**src/rtl/pipe_intr_pkg.sv**
```systemverilog
// rtl/pipe_intr_pkg.sv - shared constants, types and helpers for the pipeline interrupt sequencer
package pipe_intr_pkg;

    localparam logic [4:0] EXC_INT = 5'd0;
    localparam logic [4:0] EXC_SYS = 5'd8;
    localparam logic [4:0] EXC_RI  = 5'd10;
    localparam logic [4:0] EXC_OV  = 5'd12;

    localparam logic [4:0] C0_COUNT   = 5'd9;
    localparam logic [4:0] C0_COMPARE = 5'd11;
    localparam logic [4:0] C0_STATUS  = 5'd12;
    localparam logic [4:0] C0_CAUSE   = 5'd13;
    localparam logic [4:0] C0_EPC     = 5'd14;

    localparam int SR_IE     = 0;
    localparam int SR_IM_EXT = 10;
    localparam int SR_IM_TMR = 11;
    localparam int CR_BD     = 31;
    localparam int CR_IP_EXT = 10;
    localparam int CR_IP_TMR = 11;

    typedef enum logic [1:0] {
        ST_RUN     = 2'd0,
        ST_ACK     = 2'd1,
        ST_WAITLOW = 2'd2
    } intr_state_t;

    // A delay-slot instruction restarts at its branch, one word earlier (wraps at 0).
    function automatic logic [31:0] restart_pc(input logic [31:0] pc, input logic bd);
        return bd ? pc - 32'd4 : pc;
    endfunction

endpackage

```
**src/rtl/pipe_intr_ctrl_if.sv**
```systemverilog
// rtl/pipe_intr_ctrl_if.sv - external interrupt handshake and mtc0/mfc0 register bus
interface pipe_intr_ctrl_if;
    logic        intr;
    logic        inta;
    logic        c0_we;
    logic [4:0]  c0_waddr;
    logic [31:0] c0_wdata;
    logic [4:0]  c0_raddr;
    logic [31:0] c0_rdata;

    modport master (output intr, c0_we, c0_waddr, c0_wdata, c0_raddr,
                    input  inta, c0_rdata);
    modport slave  (input  intr, c0_we, c0_waddr, c0_wdata, c0_raddr,
                    output inta, c0_rdata);
endinterface

```
**src/rtl/pipe_c0_regs.sv**
```systemverilog
// rtl/pipe_c0_regs.sv - CP0 Status/Cause/EPC storage, mfc0 read mux; timer under PIPE_INTR_TIMER_EN
module pipe_c0_regs
    import pipe_intr_pkg::*;
(
    input  logic        clk,
    input  logic        clr,
    input  logic        intr,
    input  logic        c0_we,
    input  logic [4:0]  c0_waddr,
    input  logic [31:0] c0_wdata,
    input  logic [4:0]  c0_raddr,
    output logic [31:0] c0_rdata,
    input  logic        exc_take,
    input  logic [4:0]  exc_code,
    input  logic        exc_bd,
    input  logic [31:0] exc_epc,
    input  logic        eret_take,
    output logic        ie,
    output logic        im_ext,
    output logic        im_tmr,
    output logic        ip_tmr,
    output logic [31:0] epc
);

    logic [31:0] status_q;
    logic [31:0] epc_q;
    logic        bd_q;
    logic [4:0]  exccode_q;
    logic [31:0] cause_v;
    logic        wr_status;
    logic        wr_cause;
    logic        wr_epc;

    assign wr_status = c0_we && (c0_waddr == C0_STATUS);
    assign wr_cause  = c0_we && (c0_waddr == C0_CAUSE);
    assign wr_epc    = c0_we && (c0_waddr == C0_EPC);

    // Sequencer updates are written last so they win over a same-cycle mtc0 to the same field.
    always_ff @(posedge clk) begin
        if (clr) begin
            status_q  <= '0;
            epc_q     <= '0;
            bd_q      <= 1'b0;
            exccode_q <= '0;
        end else begin
            if (wr_status)
                status_q <= c0_wdata;
            if (exc_take)
                status_q[SR_IE] <= 1'b0;
            else if (eret_take)
                status_q[SR_IE] <= 1'b1;
            if (exc_take) begin
                epc_q     <= exc_epc;
                bd_q      <= exc_bd;
                exccode_q <= exc_code;
            end else begin
                if (wr_epc)
                    epc_q <= c0_wdata;
                if (wr_cause) begin
                    bd_q      <= c0_wdata[CR_BD];
                    exccode_q <= c0_wdata[6:2];
                end
            end
        end
    end

`ifdef PIPE_INTR_TIMER_EN
    logic [31:0] count_q;
    logic [31:0] compare_q;
    logic        ip_tmr_q;
    logic        wr_count;
    logic        wr_compare;

    assign wr_count   = c0_we && (c0_waddr == C0_COUNT);
    assign wr_compare = c0_we && (c0_waddr == C0_COMPARE);

    always_ff @(posedge clk) begin
        if (clr) begin
            count_q   <= '0;
            compare_q <= '0;
            ip_tmr_q  <= 1'b0;
        end else begin
            count_q <= wr_count ? c0_wdata : count_q + 32'd1;
            if (wr_compare)
                compare_q <= c0_wdata;
            if (wr_compare)
                ip_tmr_q <= 1'b0;
            else if (count_q == compare_q)
                ip_tmr_q <= 1'b1;
        end
    end

    assign ip_tmr = ip_tmr_q;
`else
    assign ip_tmr = 1'b0;
`endif

    always_comb begin
        cause_v            = '0;
        cause_v[CR_BD]     = bd_q;
        cause_v[6:2]       = exccode_q;
        cause_v[CR_IP_EXT] = intr;
        cause_v[CR_IP_TMR] = ip_tmr;
    end

    always_comb begin
        c0_rdata = '0;
        case (c0_raddr)
            C0_STATUS:  c0_rdata = status_q;
            C0_CAUSE:   c0_rdata = cause_v;
            C0_EPC:     c0_rdata = epc_q;
`ifdef PIPE_INTR_TIMER_EN
            C0_COUNT:   c0_rdata = count_q;
            C0_COMPARE: c0_rdata = compare_q;
`endif
            default:    c0_rdata = '0;
        endcase
    end

    assign ie     = status_q[SR_IE];
    assign im_ext = status_q[SR_IM_EXT];
    assign im_tmr = status_q[SR_IM_TMR];
    assign epc    = epc_q;

endmodule

```
**src/rtl/pipe_intr_ctrl.sv**
```systemverilog
// rtl/pipe_intr_ctrl.sv - exception priority, PC redirect, cancels and inta FSM (timer source via PIPE_INTR_TIMER_EN)
module pipe_intr_ctrl
    import pipe_intr_pkg::*;
#(
    parameter logic [31:0] VECTOR = 32'h0000_0008
) (
    input  logic              clk,
    input  logic              clr,
    pipe_intr_ctrl_if.slave   bus,
    input  logic [31:0]       dpc,
    input  logic              id_valid,
    input  logic              id_bd,
    input  logic              nostall,
    input  logic              id_syscall,
    input  logic              id_unimpl,
    input  logic              id_eret,
    input  logic [31:0]       epc_exe,
    input  logic              exe_valid,
    input  logic              exe_bd,
    input  logic              exe_ov,
    output logic              pcsel,
    output logic [31:0]       newpc,
    output logic              cancel_id,
    output logic              cancel_exe
);

    intr_state_t state_q, state_nx;

    logic        ie, im_ext, im_tmr, ip_tmr;
    logic [31:0] epc;
    logic        id_ok, ext_req, tmr_req;
    logic        exc_take, eret_take, ext_take;
    logic [4:0]  exc_code;
    logic        exc_bd;
    logic [31:0] exc_epc;
    logic        inta_v;

    pipe_c0_regs u_c0 (
        .clk       (clk),
        .clr       (clr),
        .intr      (bus.intr),
        .c0_we     (bus.c0_we),
        .c0_waddr  (bus.c0_waddr),
        .c0_wdata  (bus.c0_wdata),
        .c0_raddr  (bus.c0_raddr),
        .c0_rdata  (bus.c0_rdata),
        .exc_take  (exc_take),
        .exc_code  (exc_code),
        .exc_bd    (exc_bd),
        .exc_epc   (exc_epc),
        .eret_take (eret_take),
        .ie        (ie),
        .im_ext    (im_ext),
        .im_tmr    (im_tmr),
        .ip_tmr    (ip_tmr),
        .epc       (epc)
    );

    // Asynchronous sources are only taken on a real, advancing ID instruction so EPC is exact.
    assign id_ok   = id_valid && nostall;
    assign ext_req = bus.intr && ie && im_ext && id_ok && (state_q == ST_RUN);
    assign tmr_req = ip_tmr && ie && im_tmr && id_ok;

    always_comb begin
        exc_take   = 1'b0;
        eret_take  = 1'b0;
        ext_take   = 1'b0;
        exc_code   = EXC_INT;
        exc_bd     = id_bd;
        exc_epc    = restart_pc(dpc, id_bd);
        cancel_id  = 1'b0;
        cancel_exe = 1'b0;
        if (exe_ov && exe_valid) begin
            exc_take   = 1'b1;
            exc_code   = EXC_OV;
            exc_bd     = exe_bd;
            exc_epc    = restart_pc(epc_exe, exe_bd);
            cancel_exe = 1'b1;
            cancel_id  = 1'b1;
        end else if (id_ok && id_unimpl) begin
            exc_take  = 1'b1;
            exc_code  = EXC_RI;
            cancel_id = 1'b1;
        end else if (id_ok && id_syscall) begin
            exc_take  = 1'b1;
            exc_code  = EXC_SYS;
            cancel_id = 1'b1;
        end else if (id_ok && id_eret) begin
            eret_take = 1'b1;
        end else if (ext_req) begin
            exc_take  = 1'b1;
            ext_take  = 1'b1;
            cancel_id = 1'b1;
        end else if (tmr_req) begin
            exc_take  = 1'b1;
            cancel_id = 1'b1;
        end
    end

    assign pcsel = exc_take || eret_take;
    assign newpc = exc_take ? VECTOR : (eret_take ? epc : 32'h0);

    always_ff @(posedge clk) begin
        if (clr)
            state_q <= ST_RUN;
        else
            state_q <= state_nx;
    end

    // WAITLOW blocks retaking a level request that the device has not yet dropped.
    always_comb begin
        state_nx = state_q;
        inta_v   = 1'b0;
        case (state_q)
            ST_RUN: begin
                if (ext_take)
                    state_nx = ST_ACK;
            end
            ST_ACK: begin
                inta_v   = 1'b1;
                state_nx = ST_WAITLOW;
            end
            ST_WAITLOW: begin
                if (!bus.intr)
                    state_nx = ST_RUN;
            end
            default: state_nx = ST_RUN;
        endcase
    end

    assign bus.inta = inta_v;

endmodule

```
**src/flat_wrapper.sv**
```systemverilog
// flat-port wrapper written by rule: the top's interface ports become plain ports
module pipe_intr_ctrl_flat import pipe_intr_pkg::*;
#(
    parameter logic [31:0] VECTOR = 32'h0000_0008
)
  (clk, clr, dpc, id_valid, id_bd, nostall, id_syscall, id_unimpl, id_eret, epc_exe, exe_valid, exe_bd, exe_ov, pcsel, newpc, cancel_id, cancel_exe, bus_intr, bus_c0_we, bus_c0_waddr, bus_c0_wdata, bus_c0_raddr, bus_inta, bus_c0_rdata);
  pipe_intr_ctrl_if bus_i ();
  input  logic clk;
  input  logic clr;
  input  logic [31:0] dpc;
  input  logic id_valid;
  input  logic id_bd;
  input  logic nostall;
  input  logic id_syscall;
  input  logic id_unimpl;
  input  logic id_eret;
  input  logic [31:0] epc_exe;
  input  logic exe_valid;
  input  logic exe_bd;
  input  logic exe_ov;
  output logic pcsel;
  output logic [31:0] newpc;
  output logic cancel_id;
  output logic cancel_exe;
  input wire logic [$bits(bus_i.intr)-1:0] bus_intr;
  input wire logic [$bits(bus_i.c0_we)-1:0] bus_c0_we;
  input wire logic [$bits(bus_i.c0_waddr)-1:0] bus_c0_waddr;
  input wire logic [$bits(bus_i.c0_wdata)-1:0] bus_c0_wdata;
  input wire logic [$bits(bus_i.c0_raddr)-1:0] bus_c0_raddr;
  output wire logic [$bits(bus_i.inta)-1:0] bus_inta;
  output wire logic [$bits(bus_i.c0_rdata)-1:0] bus_c0_rdata;
  assign bus_i.intr = bus_intr;
  assign bus_i.c0_we = bus_c0_we;
  assign bus_i.c0_waddr = bus_c0_waddr;
  assign bus_i.c0_wdata = bus_c0_wdata;
  assign bus_i.c0_raddr = bus_c0_raddr;
  assign bus_inta = bus_i.inta;
  assign bus_c0_rdata = bus_i.c0_rdata;
  pipe_intr_ctrl #(.VECTOR(VECTOR)) u_core (.clk(clk), .clr(clr), .bus(bus_i), .dpc(dpc), .id_valid(id_valid), .id_bd(id_bd), .nostall(nostall), .id_syscall(id_syscall), .id_unimpl(id_unimpl), .id_eret(id_eret), .epc_exe(epc_exe), .exe_valid(exe_valid), .exe_bd(exe_bd), .exe_ov(exe_ov), .pcsel(pcsel), .newpc(newpc), .cancel_id(cancel_id), .cancel_exe(cancel_exe));
endmodule
```
**config.mk**
```make
export PLATFORM = sky130hd
export DESIGN_NAME = pipe_intr_ctrl_flat
export DESIGN_NICKNAME = d
export VERILOG_FILES = /design/src/rtl/pipe_intr_pkg.sv /design/src/rtl/pipe_intr_ctrl_if.sv /design/src/rtl/pipe_c0_regs.sv /design/src/rtl/pipe_intr_ctrl.sv /design/src/flat_wrapper.sv
export SDC_FILE = /design/constraint.sdc
export NUM_CORES = 1
export LEC_CHECK = 0
export ABC_AREA = 1
export CELL_PAD_IN_SITES_DETAIL_PLACEMENT = 1
export CELL_PAD_IN_SITES_GLOBAL_PLACEMENT = 2
export CORE_MARGIN = 4
export CORE_UTILIZATION = 26
export DETAILED_ROUTE_END_ITERATION = 6
export PLACE_DENSITY = 0.92
export SETUP_SLACK_MARGIN = 0.4
export SLEW_MARGIN = 30
export SYNTH_ARGS = -nofsm -noshare
export SYNTH_HDL_FRONTEND = slang
export SYNTH_HIERARCHICAL = 1
export SYNTH_SLANG_ARGS = --single-unit
```
**constraint.sdc**
```tcl
create_clock -name clk -period 3.1 [get_ports clk]
set_clock_uncertainty 0.05 [all_clocks]
set_input_delay 0.62 -clock clk [delete_from_list [all_inputs] [get_ports clk]]
set_output_delay 0.62 -clock clk [all_outputs]
set_load 0.05 [all_outputs]
```
; ---- Word level (Yosys, flattened, before mapping)
; Cells that the tools add are included.
[totals]
reg_bits = 72
latchBits = 0
ramBits = 0
romBits = 0
in_bits = 119
output_inout_bits = 68
elab_cells = 72
memories = 0
[op_classes]
n_addsub = 2
n_mul = 0
div = 0
n_lt_le_gt_ge = 0
eq_ne = 10
shifts = 0
n_mux = 35
bitwise_logic = 0
n_reduce_logical = 19
[ops]
columns = op, n
row1 = 32-bit two-way mux, 7
row2 = 32-bit case mux with 3 select lines, 1
row3 = "32-bit by 3-bit subtractor with 32-bit output, second input constant", 2
row4 = "5-bit by 4-bit equality test with 1-bit output, second input constant", 6
row5 = 5-bit two-way mux, 4
row6 = 1-bit two-way mux, 19
row7 = 1-bit logical AND, 12
row8 = 2-bit case mux with 3 select lines, 1
row9 = 2-bit nonzero test, 3
row10 = 2-bit two-way mux, 2
row11 = 4-bit two-way mux, 1
row12 = "2-bit by 1-bit equality test with 1-bit output, second input constant", 1
row13 = "2-bit equality test, second input constant", 1
row14 = 2-bit logical NOT, 1
row15 = "2-bit by 1-bit inequality test with 1-bit output, second input constant", 1
row16 = "2-bit inequality test, second input constant", 1
row17 = 2-bit AND reduction, 1
row18 = 2-bit OR reduction, 1
row19 = 1-bit logical OR, 1

; ---- Logic depth before layout (Yosys ltp)
[logic_depth]
word_depth = 11
ltp_mapped = 16
mapped_depth_nobuf = 16

; ---- Cells and area by module
; The synthesis kept the hierarchy.
[modules_own_cells]
columns = module, n_inst, cells_each, area_each_um2
row1 = pipe_c0_regs, 1, 542, 3613.5
row2 = pipe_intr_ctrl, 1, 584, 2701.3

; ---- Worst setup path before layout
; OpenSTA, ideal clock, no wires.
[synth_path]
path_kind = input to output
startpoint = input port bus_c0_raddr[0]
endpoint = output port bus_c0_rdata[18]
t_arrival_ps = 2260
t_required_ps = 2430
path_slack_ps = 170
path_stages = 5
path_buffers = 2
path_cell_list = buf_6 nor2_4 nand2_2 buf_2 o21ai_0
[synth_via]
elab_chain_len = 2
[synth_rtl]
columns = item, line_no
row1 = start: declaration, flat_wrapper.sv:29  ; input wire logic [$bits(bus_i.c0_raddr)-1:0] bus_c0_raddr;
row2 = 5-bit by 4-bit equality test with 1-bit output, pipe_c0_regs.sv:108  ; case (c0_raddr)
row3 = 32-bit case mux with 3 select lines (*), pipe_c0_regs.sv:108
row4 = end: declaration, flat_wrapper.sv:31  ; output wire logic [$bits(bus_i.c0_rdata)-1:0] bus_c0_rdata;
; Every way passes the cells marked *; elsewhere a longest branch is shown, timed or not.

; ---- Worst setup path after layout
[layout_path]
startpoint = input port id_eret
endpoint = output port newpc[5]
[layout_via]
elab_chain_len = 7
[layout_rtl]
columns = item, line_no
row1 = start: declaration, flat_wrapper.sv:16  ; input logic id_eret;
row2 = 1-bit logical AND (*), pipe_intr_ctrl.sv:88  ; end else if (id_ok && id_eret) begin
row3 = 1-bit two-way mux, pipe_intr_ctrl.sv:88
row4 = 1-bit two-way mux, pipe_intr_ctrl.sv:84  ; end else if (id_ok && id_syscall) begin
row5 = 1-bit two-way mux, pipe_intr_ctrl.sv:80  ; end else if (id_ok && id_unimpl) begin
row6 = 1-bit two-way mux, pipe_intr_ctrl.sv:73  ; if (exe_ov && exe_valid) begin
row7 = 32-bit two-way mux, pipe_intr_ctrl.sv:101  ; assign newpc = exc_take ? VECTOR : (eret_take ? epc : 32'h0);
row8 = 32-bit two-way mux (*), pipe_intr_ctrl.sv:101
row9 = end: declaration, flat_wrapper.sv:22  ; output logic [31:0] newpc;
; Marked as above.

==> results.tsv <==
stage	metric	value	unit
clock_network	cts.clk_slew.worst_paths	60	ps
timing	post-route-period-util	0.862	
global_route	grt_overflow	0	
run	drv_cap	0	
cells_and_area	drive_above_1_share	0.191	
timing	tightest_slew	498	ps
synth	ys.flop_type	dfxtp_1	
route	num_vias	7990	
cells_and_area	multiInputGateArea	0.00418	sq mm
floorplanning	initial_utilization	0.267	
cells_and_area	nFillCells	3103	
global_route	grt_max_degree	53	
cells_and_area	area_growth	58.9	%
power	p_comb_frac	0.309	
critical_path	worstSetupPathType	input port to output pin	
timing	final-max-slew-violation-count	0	
critical_path	arrival	2000	ps
clock_network	clock_path_buffers	2	
power	p_total	2.91	mW
timing	setup_viol	0	
synth	synthCells	1126	
critical_path	crit_path_frequent_cell	nor2_4	
synth	synth-edff-count	0	
synth	synth-async-reset-ratio	0	
cells_and_area	layout_commonest_cell	nand2_1	
clock_network	cts-root-buf	clkbuf_16	
placed_design	gp_congestion	0.822	
power	clockPowerShare	0.342	
power	power.density	290	mW/mm^2
critical_path	critPathLaunchType	input port	
global_route	grt_pass1_vias	8362	
floorplanning	rows	56	
route	postRouteWirelength	28900	um
global_route	globalRouteTotalUtil	0.212	
clock_network	postCtsHoldBufs	0	
power	p_int	1.92	mW
timing	hold_ws	402	ps
power	p_leak	4.22	nW
cells_and_area	seqCellArea	0.00144	sq mm
floorplanning	pin_count	187	
global_route	antenna_found_initial	0	
clock_network	cts_tree	yes	
cells_and_area	n_antenna_cell	0	
global_route	grt_pass1_wl	45000	um
power	peakVddDrop	262	uV
synth	ys_warn_count	6	
power	seqPwrFrac	0.349	
floorplanning	core_area	0.0237	sq mm
route	drc	0	
synth	syn_area	0.00631	sq mm
synth	syn_area_per_cell	5.61	sq um
floorplanning	dieArea	0.0268	sq mm
clock_network	htreeDepth	3	
timing	finalCriticalPeriod	2670	ps
synth	synth_area_leader_cell	dfxtp_1	
synth	synth_area_leaders	dfxtp_1 23%, nand2_1 16%, nand3_1 11%	
clock_network	clk_latency	340	ps
timing	fmaxAchievable	374	MHz
route	firstDrtPassIters	7	
critical_path	cp_max_fo	16	
timing	slew_headroom	0.667	
route	antenna_left	0	
power	switching_power	0.995	mW
critical_path	end_kind	output pin	
route	wl_per_cell	17.5	um
synth	ys_ff_latch	72	
critical_path	critical-path-slowest-cell	clkdlybuf4s50_1	
critical_path	path_cells	clkdlybuf4s50_1, inv_1, nor2_4, nand2_2, bufbuf_16, nor2_4, buf_12	
placed_design	dp_hpwl	21800	um
critical_path	required	2430	ps
clock_network	cts_buffers	9	
synth	yosysSeqAreaShare	0.228	
run_status	run_status	completed	
hold_path	hold_class	register to register	
cells_and_area	final_util	0.424	
critical_path	critPathMaxStageDelay	460	ps
synth	synth_top_area_share	0.228	
route	drt_first_iter_violations	437	
synth	ys_types	41	
floorplanning	die_height	164	um
power	p_sw_frac	0.342	
cells_and_area	final_cell_mix	267 x nand2_1, 152 x inv_1, 141 x nand3_1, 107 x clkdlybuf4s50_1, 105 x nor2_1	
timing	tns	0	ps
timing	hold_viol	0	
clock_network	clock-sinks	72	
floorplanning	die_w	164	um
timing	rsz0062_at_grt	false	
cells_and_area	final_nets	1443	
placed_design	port_buffers	186	
route	viasPerCell	4.85	
## critical path, delay by kind of cell
kind | cells | cell delay, ps
AND/OR/NAND/NOR | 3 | 370
buffers and inverters | 4 | 1010
## per-stage QoR
step / std cells / setup slack (ps) / area, sq um
2_1_floorplan: 1127 / 170 / 6320
3_3_place_gp: 1601 / 223 / 9140
3_5_place_dp: 1601 / 98.8 / 9140
4_1_cts: 1642 / 374 / 9910
5_1_grt: 1646 / 392 / 10000
6_report: 1646 / 427 / 10000
## worst paths after layout
path | end | depth (start not counted) | from | slack, ps
hold / removal | u_core/u_c0/status_q[16] | 2 | u_core/u_c0/status_q[16] | 400
setup / recovery | newpc[5] | 7 | id_eret | 430
setup reg to reg | u_core/state_q[0] | 14 | u_core/state_q[1] | 720
hold reg to reg | u_core/u_c0/status_q[16] | 2 | u_core/u_c0/status_q[16] | 400
## cell type report
class | instances | share of cell area
timing repair buffer | 235 | 0.307
multi-input combinational | 834 | 0.417
clock buffer | 11 | 0.0242
clock inverter | 5 | 0.00399
tap | 319 | 0.0398
sequential | 72 | 0.144
inverter | 170 | 0.0642
## synthesized netlist by cell type (3+ instances only)
cell type and instances:
clkbuf_1 4, o21ai_0 59, nand3_1 141, o22ai_1 3, o211ai_1 8, nand2_1 273, dfxtp_1 72, inv_1 156
nand4_1 19, nor3_1 6, o21ai_1 19, xor2_1 5, nor2_2 21, and2_1 6, inv_2 13, buf_2 30
o21bai_1 8, nor2_4 6, buf_6 5, a21oi_1 80, nor2_1 144, buf_4 8, nand2_4 3, nand2_2 13
## timing repair
action	4_1_cts	5_1_grt
cloned	3	0
pin swaps	9	8
setup buffers	22	4
endpoints found under the setup margin	63	60
gates resized for setup	91	28
## cell families after synthesis
family | count (synthesis) | synth area share
xor gates and xnor gates | 5 | 0.00693
buffers and inverters | 221 | 0.150
other | 2 | 0.00119
and+or+nand+nor | 641 | 0.455
DFF | 72 | 0.228
adders and majority gates | 2 | 0.00396
AOI/OAI and AO/OA | 182 | 0.153
muxes | 1 | 0.00159
## power by group through the flow
stage               clock (mW)  combinational, mW  sequential [mW]
detailed placement           0              0.831             1.04
CTS                       1.01              0.880             1.02
global route              1.07              0.990             1.02
floorplan                    0              0.452             1.02
global placement             0              0.816             1.03
finish                   0.996              0.900             1.02
## metal layers
| metal | GRT usage | share of wire | up-vias |
|---|---|---|---|
| li1 | - | - | 3976 |
| met1 | 0.276 | 0.45 | 3769 |
| met2 | 0.373 | 0.49 | 212 |
| met3 | 0.0263 | 0.042 | 33 |
| met4 | 0.0499 | 0.020 | 0 |
| met5 | 0 | 0 | - |
## registers in the layout (all words and copies together), names as in the netlist
name	cells
u_core/u_c0/bd_q	1
u_core/u_c0/status_q	32
u_core/state_q	2
u_core/u_c0/epc	32
u_core/u_c0/exccode_q	5
Power figures use the tool's default switching activity.
